--- config.mk ---
export PLATFORM = sky130hd
export DESIGN_NAME = multicycle_controller
export DESIGN_NICKNAME = d
export VERILOG_FILES = /design/src/rtl/ctrl_pkg.sv /design/src/rtl/multicycle_controller_alu_op_decoder.sv /design/src/rtl/multicycle_controller.sv
export SDC_FILE = /design/constraint.sdc
export NUM_CORES = 1
export LEC_CHECK = 0
export CAP_MARGIN = 5
export CELL_PAD_IN_SITES_DETAIL_PLACEMENT = 0
export CELL_PAD_IN_SITES_GLOBAL_PLACEMENT = 1
export CORE_MARGIN = 2
export CORE_UTILIZATION = 29
export DETAILED_ROUTE_END_ITERATION = 10
export PLACE_DENSITY_LB_ADDON = 0.05
export SLEW_MARGIN = 20
export SYNTH_ARGS = -nofsm -noshare
export SYNTH_HDL_FRONTEND = slang
export SYNTH_HIERARCHICAL = 1
export SYNTH_SLANG_ARGS = --single-unit
export TNS_END_PERCENT = 50
--- constraint.sdc ---
create_clock -name clk -period 3.8 [get_ports clk]
set_clock_uncertainty 0.2 [all_clocks]
set_input_delay 0.76 -clock clk [delete_from_list [all_inputs] [get_ports clk]]
set_output_delay 0.76 -clock clk [all_outputs]
set_load 0.02 [all_outputs]
--- src/rtl/ctrl_pkg.sv ---
// Shared encodings for the multi-cycle RV32I controller: FSM states, opcodes,
// ALU op classes and the datapath mux select codes.
package ctrl_pkg;

  typedef enum logic [3:0] {
    S_FETCH    = 4'd0,
    S_DECODE   = 4'd1,
    S_MEMADR   = 4'd2,
    S_MEMREAD  = 4'd3,
    S_MEMWB    = 4'd4,
    S_MEMWRITE = 4'd5,
    S_EXECR    = 4'd6,
    S_EXECI    = 4'd7,
    S_ALUWB    = 4'd8,
    S_BEQ      = 4'd9,
    S_JAL      = 4'd10,
    S_TRAP     = 4'd11
  } state_t;

  localparam logic [6:0] OP_LW   = 7'b0000011;
  localparam logic [6:0] OP_SW   = 7'b0100011;
  localparam logic [6:0] OP_R    = 7'b0110011;
  localparam logic [6:0] OP_IALU = 7'b0010011;
  localparam logic [6:0] OP_BEQ  = 7'b1100011;
  localparam logic [6:0] OP_JAL  = 7'b1101111;

  typedef enum logic [1:0] {
    ALUOP_ADD   = 2'b00,
    ALUOP_SUB   = 2'b01,
    ALUOP_FUNCT = 2'b10
  } aluop_t;

  localparam logic [2:0] ALU_ADD = 3'b000;
  localparam logic [2:0] ALU_SUB = 3'b001;
  localparam logic [2:0] ALU_AND = 3'b010;
  localparam logic [2:0] ALU_OR  = 3'b011;
  localparam logic [2:0] ALU_SLT = 3'b101;

  localparam logic [1:0] RES_ALUOUT    = 2'b00;
  localparam logic [1:0] RES_DATA      = 2'b01;
  localparam logic [1:0] RES_ALURESULT = 2'b10;

  localparam logic [1:0] SRCA_PC    = 2'b00;
  localparam logic [1:0] SRCA_OLDPC = 2'b01;
  localparam logic [1:0] SRCA_RS1   = 2'b10;

  localparam logic [1:0] SRCB_RS2  = 2'b00;
  localparam logic [1:0] SRCB_IMM  = 2'b01;
  localparam logic [1:0] SRCB_FOUR = 2'b10;

  localparam logic [1:0] IMM_I = 2'b00;
  localparam logic [1:0] IMM_S = 2'b01;
  localparam logic [1:0] IMM_B = 2'b10;
  localparam logic [1:0] IMM_J = 2'b11;

  // Immediate format is a pure function of the opcode; R-type has none.
  function automatic logic [1:0] imm_src_of(input logic [6:0] op);
    case (op)
      OP_SW:   imm_src_of = IMM_S;
      OP_BEQ:  imm_src_of = IMM_B;
      OP_JAL:  imm_src_of = IMM_J;
      default: imm_src_of = IMM_I;
    endcase
  endfunction

endpackage

--- src/rtl/multicycle_controller_alu_op_decoder.sv ---
// Maps the FSM's ALU op class plus instruction funct fields onto ALUControl.
module alu_op_decoder
  import ctrl_pkg::*;
(
  input  aluop_t      i_aluop,
  input  logic [2:0]  i_funct3,
  input  logic        i_op5,
  input  logic        i_funct7b5,
  output logic [2:0]  o_alu_control
);

  always_comb begin
    o_alu_control = ALU_ADD;
    case (i_aluop)
      ALUOP_SUB: o_alu_control = ALU_SUB;
      ALUOP_FUNCT: begin
        case (i_funct3)
          // funct7b5 selects sub only for R-type; on I-ALU it is imm bit 10.
          3'b000:  o_alu_control = (i_op5 & i_funct7b5) ? ALU_SUB : ALU_ADD;
          3'b010:  o_alu_control = ALU_SLT;
          3'b110:  o_alu_control = ALU_OR;
          3'b111:  o_alu_control = ALU_AND;
          default: o_alu_control = ALU_ADD;
        endcase
      end
      default: o_alu_control = ALU_ADD;
    endcase
  end

endmodule

--- src/rtl/multicycle_controller.sv ---
// Moore FSM sequencing a shared-ALU, shared-memory multi-cycle RV32I datapath;
// outputs decode the state, FETCH strobes are qualified by mem_ready.
module multicycle_controller
  import ctrl_pkg::*;
#(
  parameter state_t RESET_STATE = S_FETCH
) (
  input  logic       clk,
  input  logic       rst_n,
  input  logic [6:0] op,
  input  logic [2:0] funct3,
  input  logic       funct7b5,
  input  logic       zero_flag,
  input  logic       mem_ready,
  output logic       PCWrite,
  output logic       AdrSrc,
  output logic       MemWrite,
  output logic       IRWrite,
  output logic [1:0] ResultSrc,
  output logic [1:0] ALUSrcA,
  output logic [1:0] ALUSrcB,
  output logic [1:0] ImmSrc,
  output logic       RegWrite,
  output logic [2:0] ALUControl,
  output logic       illegal_instr
);

  state_t r_state;
  state_t w_next;
  aluop_t w_aluop;

  always_ff @(posedge clk or negedge rst_n) begin
    if (!rst_n) r_state <= RESET_STATE;
    else        r_state <= w_next;
  end

  always_comb begin
    w_next = r_state;
    case (r_state)
      S_FETCH:  w_next = mem_ready ? S_DECODE : S_FETCH;
      S_DECODE: begin
        case (op)
          OP_LW, OP_SW: w_next = S_MEMADR;
          OP_R:         w_next = S_EXECR;
          OP_IALU:      w_next = S_EXECI;
          OP_BEQ:       w_next = S_BEQ;
          OP_JAL:       w_next = S_JAL;
          default:      w_next = S_TRAP;
        endcase
      end
      S_MEMADR: begin
        case (op)
          OP_LW:   w_next = S_MEMREAD;
          OP_SW:   w_next = S_MEMWRITE;
          default: w_next = S_TRAP;
        endcase
      end
      S_MEMREAD:  w_next = mem_ready ? S_MEMWB : S_MEMREAD;
      S_MEMWB:    w_next = S_FETCH;
      S_MEMWRITE: w_next = mem_ready ? S_FETCH : S_MEMWRITE;
      S_EXECR:    w_next = S_ALUWB;
      S_EXECI:    w_next = S_ALUWB;
      S_ALUWB:    w_next = S_FETCH;
      S_BEQ:      w_next = S_FETCH;
      S_JAL:      w_next = S_ALUWB;
      S_TRAP:     w_next = S_TRAP;
      default:    w_next = S_TRAP;
    endcase
  end

  always_comb begin
    PCWrite       = 1'b0;
    AdrSrc        = 1'b0;
    MemWrite      = 1'b0;
    IRWrite       = 1'b0;
    ResultSrc     = RES_ALUOUT;
    ALUSrcA       = SRCA_PC;
    ALUSrcB       = SRCB_RS2;
    RegWrite      = 1'b0;
    w_aluop       = ALUOP_ADD;
    illegal_instr = 1'b0;
    case (r_state)
      S_FETCH: begin
        ALUSrcB   = SRCB_FOUR;
        ResultSrc = RES_ALURESULT;
        IRWrite   = mem_ready;
        PCWrite   = mem_ready;
      end
      S_DECODE: begin
        // OldPC + imm parked in ALUOut as the branch target.
        ALUSrcA = SRCA_OLDPC;
        ALUSrcB = SRCB_IMM;
      end
      S_MEMADR: begin
        ALUSrcA = SRCA_RS1;
        ALUSrcB = SRCB_IMM;
      end
      S_MEMREAD:  AdrSrc = 1'b1;
      S_MEMWB: begin
        ResultSrc = RES_DATA;
        RegWrite  = 1'b1;
      end
      S_MEMWRITE: begin
        AdrSrc   = 1'b1;
        MemWrite = 1'b1;
      end
      S_EXECR: begin
        ALUSrcA = SRCA_RS1;
        ALUSrcB = SRCB_RS2;
        w_aluop = ALUOP_FUNCT;
      end
      S_EXECI: begin
        ALUSrcA = SRCA_RS1;
        ALUSrcB = SRCB_IMM;
        w_aluop = ALUOP_FUNCT;
      end
      S_ALUWB: begin
        ResultSrc = RES_ALUOUT;
        RegWrite  = 1'b1;
      end
      S_BEQ: begin
        ALUSrcA = SRCA_RS1;
        ALUSrcB = SRCB_RS2;
        w_aluop = ALUOP_SUB;
        PCWrite = zero_flag;
      end
      S_JAL: begin
        // ALU forms OldPC + 4 for rd while PC takes the target from ALUOut.
        ALUSrcA = SRCA_OLDPC;
        ALUSrcB = SRCB_FOUR;
        PCWrite = 1'b1;
      end
      S_TRAP:  illegal_instr = 1'b1;
      default: illegal_instr = 1'b1;
    endcase
    // Reset kills every write strobe combinationally, before the next edge.
    if (!rst_n) begin
      PCWrite       = 1'b0;
      IRWrite       = 1'b0;
      MemWrite      = 1'b0;
      RegWrite      = 1'b0;
      illegal_instr = 1'b0;
    end
  end

  alu_op_decoder u_alu_dec (
    .i_aluop       (w_aluop),
    .i_funct3      (funct3),
    .i_op5         (op[5]),
    .i_funct7b5    (funct7b5),
    .o_alu_control (ALUControl)
  );

  assign ImmSrc = imm_src_of(op);

endmodule

Word level (Yosys, flattened, before mapping)
Index checks and enable logic that the tools add are counted.
{"block": "totals", "output_inout_bits": 17, "elab_cells": 61, "register_bits": 4, "in_bits": 15}
{"block": "op_classes", "bitwise": 1, "reduce_logical": 13, "muxes": 25, "n_eq_ne": 21}
{"cell": "4-bit case mux with 7 select lines", "n": 1}
{"cell": "4-bit case mux with 5 select lines", "n": 1}
{"cell": "4-bit by 3-bit == test with 1-bit output, second input constant", "n": 4}
{"cell": "2-bit case mux with 2 select lines", "n": 4}
{"cell": "7-bit by 6-bit == test with 1-bit output, second input constant", "n": 2}
{"cell": "7-bit == test, second input constant", "n": 2}
{"cell": "4-bit == test, second input constant", "n": 3}
{"cell": "1-bit 2-to-1 mux", "n": 12}
{"cell": "3-bit case mux with 4 select lines", "n": 1}
{"cell": "2-bit OR reduction", "n": 6}
{"cell": "11-bit OR reduction", "n": 1}
{"cell": "3-bit OR reduction", "n": 3}
{"cell": "4-bit by 2-bit == test with 1-bit output, second input constant", "n": 2}
{"cell": "4-bit case mux with 2 select lines", "n": 1}
{"cell": "7-bit by 2-bit == test with 1-bit output, second input constant", "n": 1}
{"cell": "7-bit by 5-bit == test with 1-bit output, second input constant", "n": 1}
{"cell": "3-bit == test, second input constant", "n": 2}
{"cell": "3-bit 2-to-1 mux", "n": 2}
{"cell": "2-bit case mux with 3 select lines", "n": 1}
{"cell": "3-bit case mux with 2 select lines", "n": 1}
{"cell": "4-bit by 1-bit == test with 1-bit output, second input constant", "n": 1}
{"cell": "4-bit logical NOT", "n": 1}
{"cell": "4-bit OR reduction", "n": 1}
{"cell": "3-bit by 2-bit == test with 1-bit output, second input constant", "n": 1}
{"cell": "5 further kinds", "n": 5}

Depth between registers and ports, before layout
{"block": "depth", "ltp_word": 5, "ltp_mapped": 8, "depth_no_buf": 7}

Cells and area by module
Netlist, hierarchy kept.
{"module": "multicycle_controller", "cells_per_inst": 89, "seq_area_each_um2": 100.1, "area_per_inst_um2": 576.8, "instances": 1}
{"module": "alu_op_decoder", "cells_per_inst": 11, "seq_area_each_um2": 0.0, "area_per_inst_um2": 96.3, "instances": 1}

Worst setup path after synthesis
OpenSTA, ideal clock, no wires.
{"block": "synth_timing", "path_type": "register to output", "start": "register r_state[1]", "end": "output port ALUControl[2]", "t_arrival_ps": 1958, "path_buffers": 1, "required_time_ps": 2840, "stages_incl_launch_ff": 8, "slack_ps": 882, "path_cell_list": "dfrtp_1 buf_2 inv_1 nand2_1 nor2_1 inv_1 ha_1 nor4b_1"}
{"block": "synth_between", "elab_chain_cells": 5, "word_cells_on_any_way": 8, "cone_classes": "eq/ne: 5; mux: 2; reduce/logical: 1"}
{"element": "start: declaration", "line_no": "multicycle_controller.sv:28", "rtl": "state_t r_state;"}
{"element": "start signal: assignment", "line_no": "multicycle_controller.sv:34", "rtl": "else r_state <= w_next;"}
{"element": "4-bit by 3-bit == test with 1-bit output", "line_no": "multicycle_controller.sv:82", "rtl": "case (r_state)"}
{"element": "2-bit OR reduction (no line)"}
{"element": "2-bit case mux with 2 select lines *", "line_no": "multicycle_controller.sv:82"}
{"element": "via w_aluop[0]", "line_no": "multicycle_controller.sv:30", "rtl": "aluop_t w_aluop;"}
{"element": "2-bit == test or 2-bit by 1-bit == test with 1-bit output (tied branches)", "line_no": "multicycle_controller_alu_op_decoder.sv:14", "rtl": "case (i_aluop)"}
{"element": "3-bit case mux with 2 select lines *", "line_no": "multicycle_controller_alu_op_decoder.sv:14"}
{"element": "end: declaration", "line_no": "multicycle_controller.sv:24", "rtl": "output logic [2:0] ALUControl,"}
The timed path passes the listed nets; every way through them passes the cells marked *.

Worst setup path in the final report
{"block": "layout_timing", "start": "input port mem_ready", "end": "output port PCWrite"}
{"block": "layout_between", "elab_chain_cells": 2}
{"element": "start: declaration", "line_no": "multicycle_controller.sv:14", "rtl": "input logic mem_ready,"}
{"element": "1-bit case mux with 3 select lines", "line_no": "multicycle_controller.sv:82"}
{"element": "1-bit 2-to-1 mux", "line_no": "multicycle_controller.sv:137", "rtl": "if (!rst_n) begin"}
{"element": "end: declaration", "line_no": "multicycle_controller.sv:15", "rtl": "output logic PCWrite,"}
No other way between the ends.

==> insert_results.sql <==
INSERT INTO impl_metrics (metric_group, metric, value, unit) VALUES
('clock_tree', 'cts_htree_levels', '1', ''),
('power_and_ir_drop', 'power.combinational.fraction', '79.5', '%'),
('clock_tree', 'cts-buffers-inserted', '3', ''),
('timing', 'post_route_fraction_of_the_period_consumed_by_the_critical_path', '92.5', '%'),
('power_and_ir_drop', 'finalPower', '0.000670', 'W'),
('synth', 'netlist_area_before_placement', '673', 'um2'),
('setup_path', 'worst_path_max_delay_cell', 'clkdlybuf4s50_1', ''),
('grt', 'grt.total_usage', '16.3', '%'),
('floorplanning', 'io_pins', '32', ''),
('detailed_routing', 'routed-wl-met2', '962', 'um'),
('timing', 'report.final.setup_viol', '0', ''),
('synth', 'post-synth-top-count-cell', 'nor2_1', ''),
('floorplanning', 'die_h', '52.2', 'um'),
('floorplanning', 'core_region_area', '0.00221', 'mm2'),
('detailed_routing', 'initialDrtViolationCount', '15', ''),
('timing', 'fin_worst_hold_slack', '0.548', 'ns'),
('synth', 'ys_dominant_reg_cell', 'dfrtp_1', ''),
('clock_tree', 'postCtsHoldBufs', '0', ''),
('setup_path', 'critical-path-top-delay-family', 'buffers and inverters', ''),
('timing', 'rsz0062_at_grt', 'no', ''),
('synth', 'yosys_warnings', '6', ''),
('setup_path', 'path_common_cell', 'clkdlybuf4s50_1', ''),
('power_and_ir_drop', 'cell_internal_pwr', '0.000336', 'W'),
('detailed_routing', 'wire_per_inst', '11.9', 'um'),
('setup_path', 'worst-path-max-fanout', '2', ''),
('power_and_ir_drop', 'powerDensity', '637', 'mW/mm2'),
('cells_and_area', 'largest_register', 'r_state', ''),
('synth', 'post_synth_most_frequent_cells', 'nor2_1, a21oi_1, nand2_1, buf_2', ''),
('clock_tree', 'post_cts_buffers', '0', ''),
('clock_tree', 'tritoncts', 'built', ''),
('timing', 'period_minus_slack', '3.51', 'ns'),
('cells_and_area', 'largest_register_ffs', '4', ''),
('cells_and_area', 'multi_input_gate_area', '520', 'um2'),
('synth', 'synth_area_leaders', 'dfrtp_1, nor2_1, a21oi_1', ''),
('power_and_ir_drop', 'netSwitchingPower', '0.000334', 'W'),
('clock_tree', 'tritoncts_num_sinks', '4', ''),
('detailed_routing', 'highest_layer', 'met3', ''),
('cells_and_area', 'stdcell_area', '0.00105', 'mm2'),
('cells_and_area', 'ff_latch_area', '100', 'um2'),
('floorplanning', 'floorplan.initialDensity', '30.4', '%'),
('floorplanning', 'floorplan.rows', '17', ''),
('setup_path', 'timing.critical_path.cells', 'clkdlybuf4s50_1 > or3b_1 > a21oi_1 > a31oi_1 > nor3_2 > clkdlybuf4s50_1', ''),
('cells_and_area', 'biggestRegsByFlops', 'r_state (4)', ''),
('setup_path', 'worstSetupStartpointType', 'input port', ''),
('clock_tree', 'clock_path_buffers', '2', ''),
('cells_and_area', 'layout-area-overhead-vs-synth', '56.3', '%'),
('detailed_routing', 'antenna_left', '0', ''),
('synth', 'ys_seq_elements', '4', ''),
('floorplanning', 'dieArea', '0.00272', 'mm2'),
('detailed_routing', 'num_vias', '826', ''),
('clock_tree', 'clock-root-buffer', 'clkbuf_4', ''),
('synth', 'synth_top_cell_by_area', 'dfrtp_1', ''),
('placement', 'io_buffer_count', '31', ''),
('setup_path', 'cpPeakStageDelay', '0.62', 'ns'),
('power_and_ir_drop', 'switching_share', '49.9', '%'),
('detailed_routing', 'route.detailed.drc', '0', ''),
('synth', 'synth_cells', '100', ''),
('synth', 'synthesis.area_per_instance', '6.73', 'um2'),
('synth', 'synthesis.nets', '117', ''),
('clock_tree', 'post_cts_resized', '0', ''),
('job', 'max_cap_viol_count', '0', ''),
('detailed_routing', 'detailroute.wirelength.met3', '80', 'um'),
('setup_path', 'critical_path_required', '2.84', 'ns'),
('placement', 'post_dp_cell_area', '0.00103', 'mm2'),
('status', 'run_status', 'complete, no violations', ''),
('grt', 'grt_max_degree', '19', ''),
('cells_and_area', 'fraction_of_final_layout_cells_sized_beyond_drive_strength_1', '12.0', '%'),
('synth', 'synth_top_area_share', '14.9', '%'),
('timing', 'timing_worst_slew_pin_value', '0.320', 'ns'),
('floorplanning', 'die-width', '52.2', 'um'),
('grt', 'number_of_global_route_vias_before_repair', '837', '');
[power by group through the flow]
stage               Sequential (W)  Combinational [W]  Clock (W)
floorplan                0.0000690           0.000367          0
global placement         0.0000843           0.000534          0
detailed placement       0.0000848           0.000535          0
CTS                      0.0000843           0.000538  0.0000545
global route             0.0000878           0.000603  0.0000564
finish                   0.0000843           0.000533  0.0000529
[metal layers]
metal | vias up | track usage [%]
met4 | 0 | 5.13
li1 | 422 | -
met2 | 25 | 29.7
met1 | 379 | 19.3
met3 | 0 | 2.57
met5 | - | 0
[cell usage in the layout (no fill, tap or decap), types with 3 or more instances in the layout]
cell,synthesis,final
nor3_1,3,3
buf_4,0,6
nor2b_1,4,4
nand2b_1,5,5
nand2_1,8,8
or3_1,3,3
inv_1,5,5
a21oi_1,10,10
nor2_1,15,15
dfrtp_1,4,4
clkbuf_4,0,3
clkdlybuf4s50_1,0,31
[logic make-up after synthesis]
group	Yosys count	synth area share [%]
XOR/XNOR	2	2.60
AO/OA/AOI/OAI	22	20.4
adder cells (fa/ha/maj)	2	3.72
flip-flops	4	14.9
buffers and inverters	12	7.81
AND/OR/NAND/NOR	58	50.6
[worst min-delay path, stage by stage (launching register included)]
cell and delay, ns:
dfrtp_1 0.33, buf_4 0.21, a221o_1 0.16
[worst paths after layout]
| check | startpoint | to | slack, ns | cells after the start |
|---|---|---|---|---|
| max in group asynchronous | rst_n | r_state[1]$_DFF_PN0_ | 2.64 | 2 |
| worst min register to register | r_state[1]$_DFF_PN0_ | r_state[3]$_DFF_PN0_ | 0.55 | 2 |
| worst max register to register | r_state[2]$_DFF_PN0_ | r_state[1]$_DFF_PN0_ | 2.14 | 5 |
| worst min-delay path | r_state[1]$_DFF_PN0_ | r_state[3]$_DFF_PN0_ | 0.55 | 2 |
| min in group asynchronous | rst_n | r_state[2]$_DFF_PN0_ | 0.65 | 2 |
| worst max-delay path | mem_ready | PCWrite | 0.29 | 6 |
[metrics by stage]
step           util [%]  setup WS (ns)  instances
3_3_place_gp       46.5          0.257        158
3_5_place_dp       46.5          0.272        158
6_report           47.6          0.286        161
2_1_floorplan         -          0.882        100
5_1_grt            47.6         0.0978        161
4_1_cts            47.6          0.256        161
[cell type report]
class	instances	area share [%]
clock buffer	3	2.14
inverter	5	1.78
multi-input combinational	84	49.5
sequential	4	9.51
tap	28	3.33
timing repair buffer	37	33.8
(Power assumes the default switching activity.)
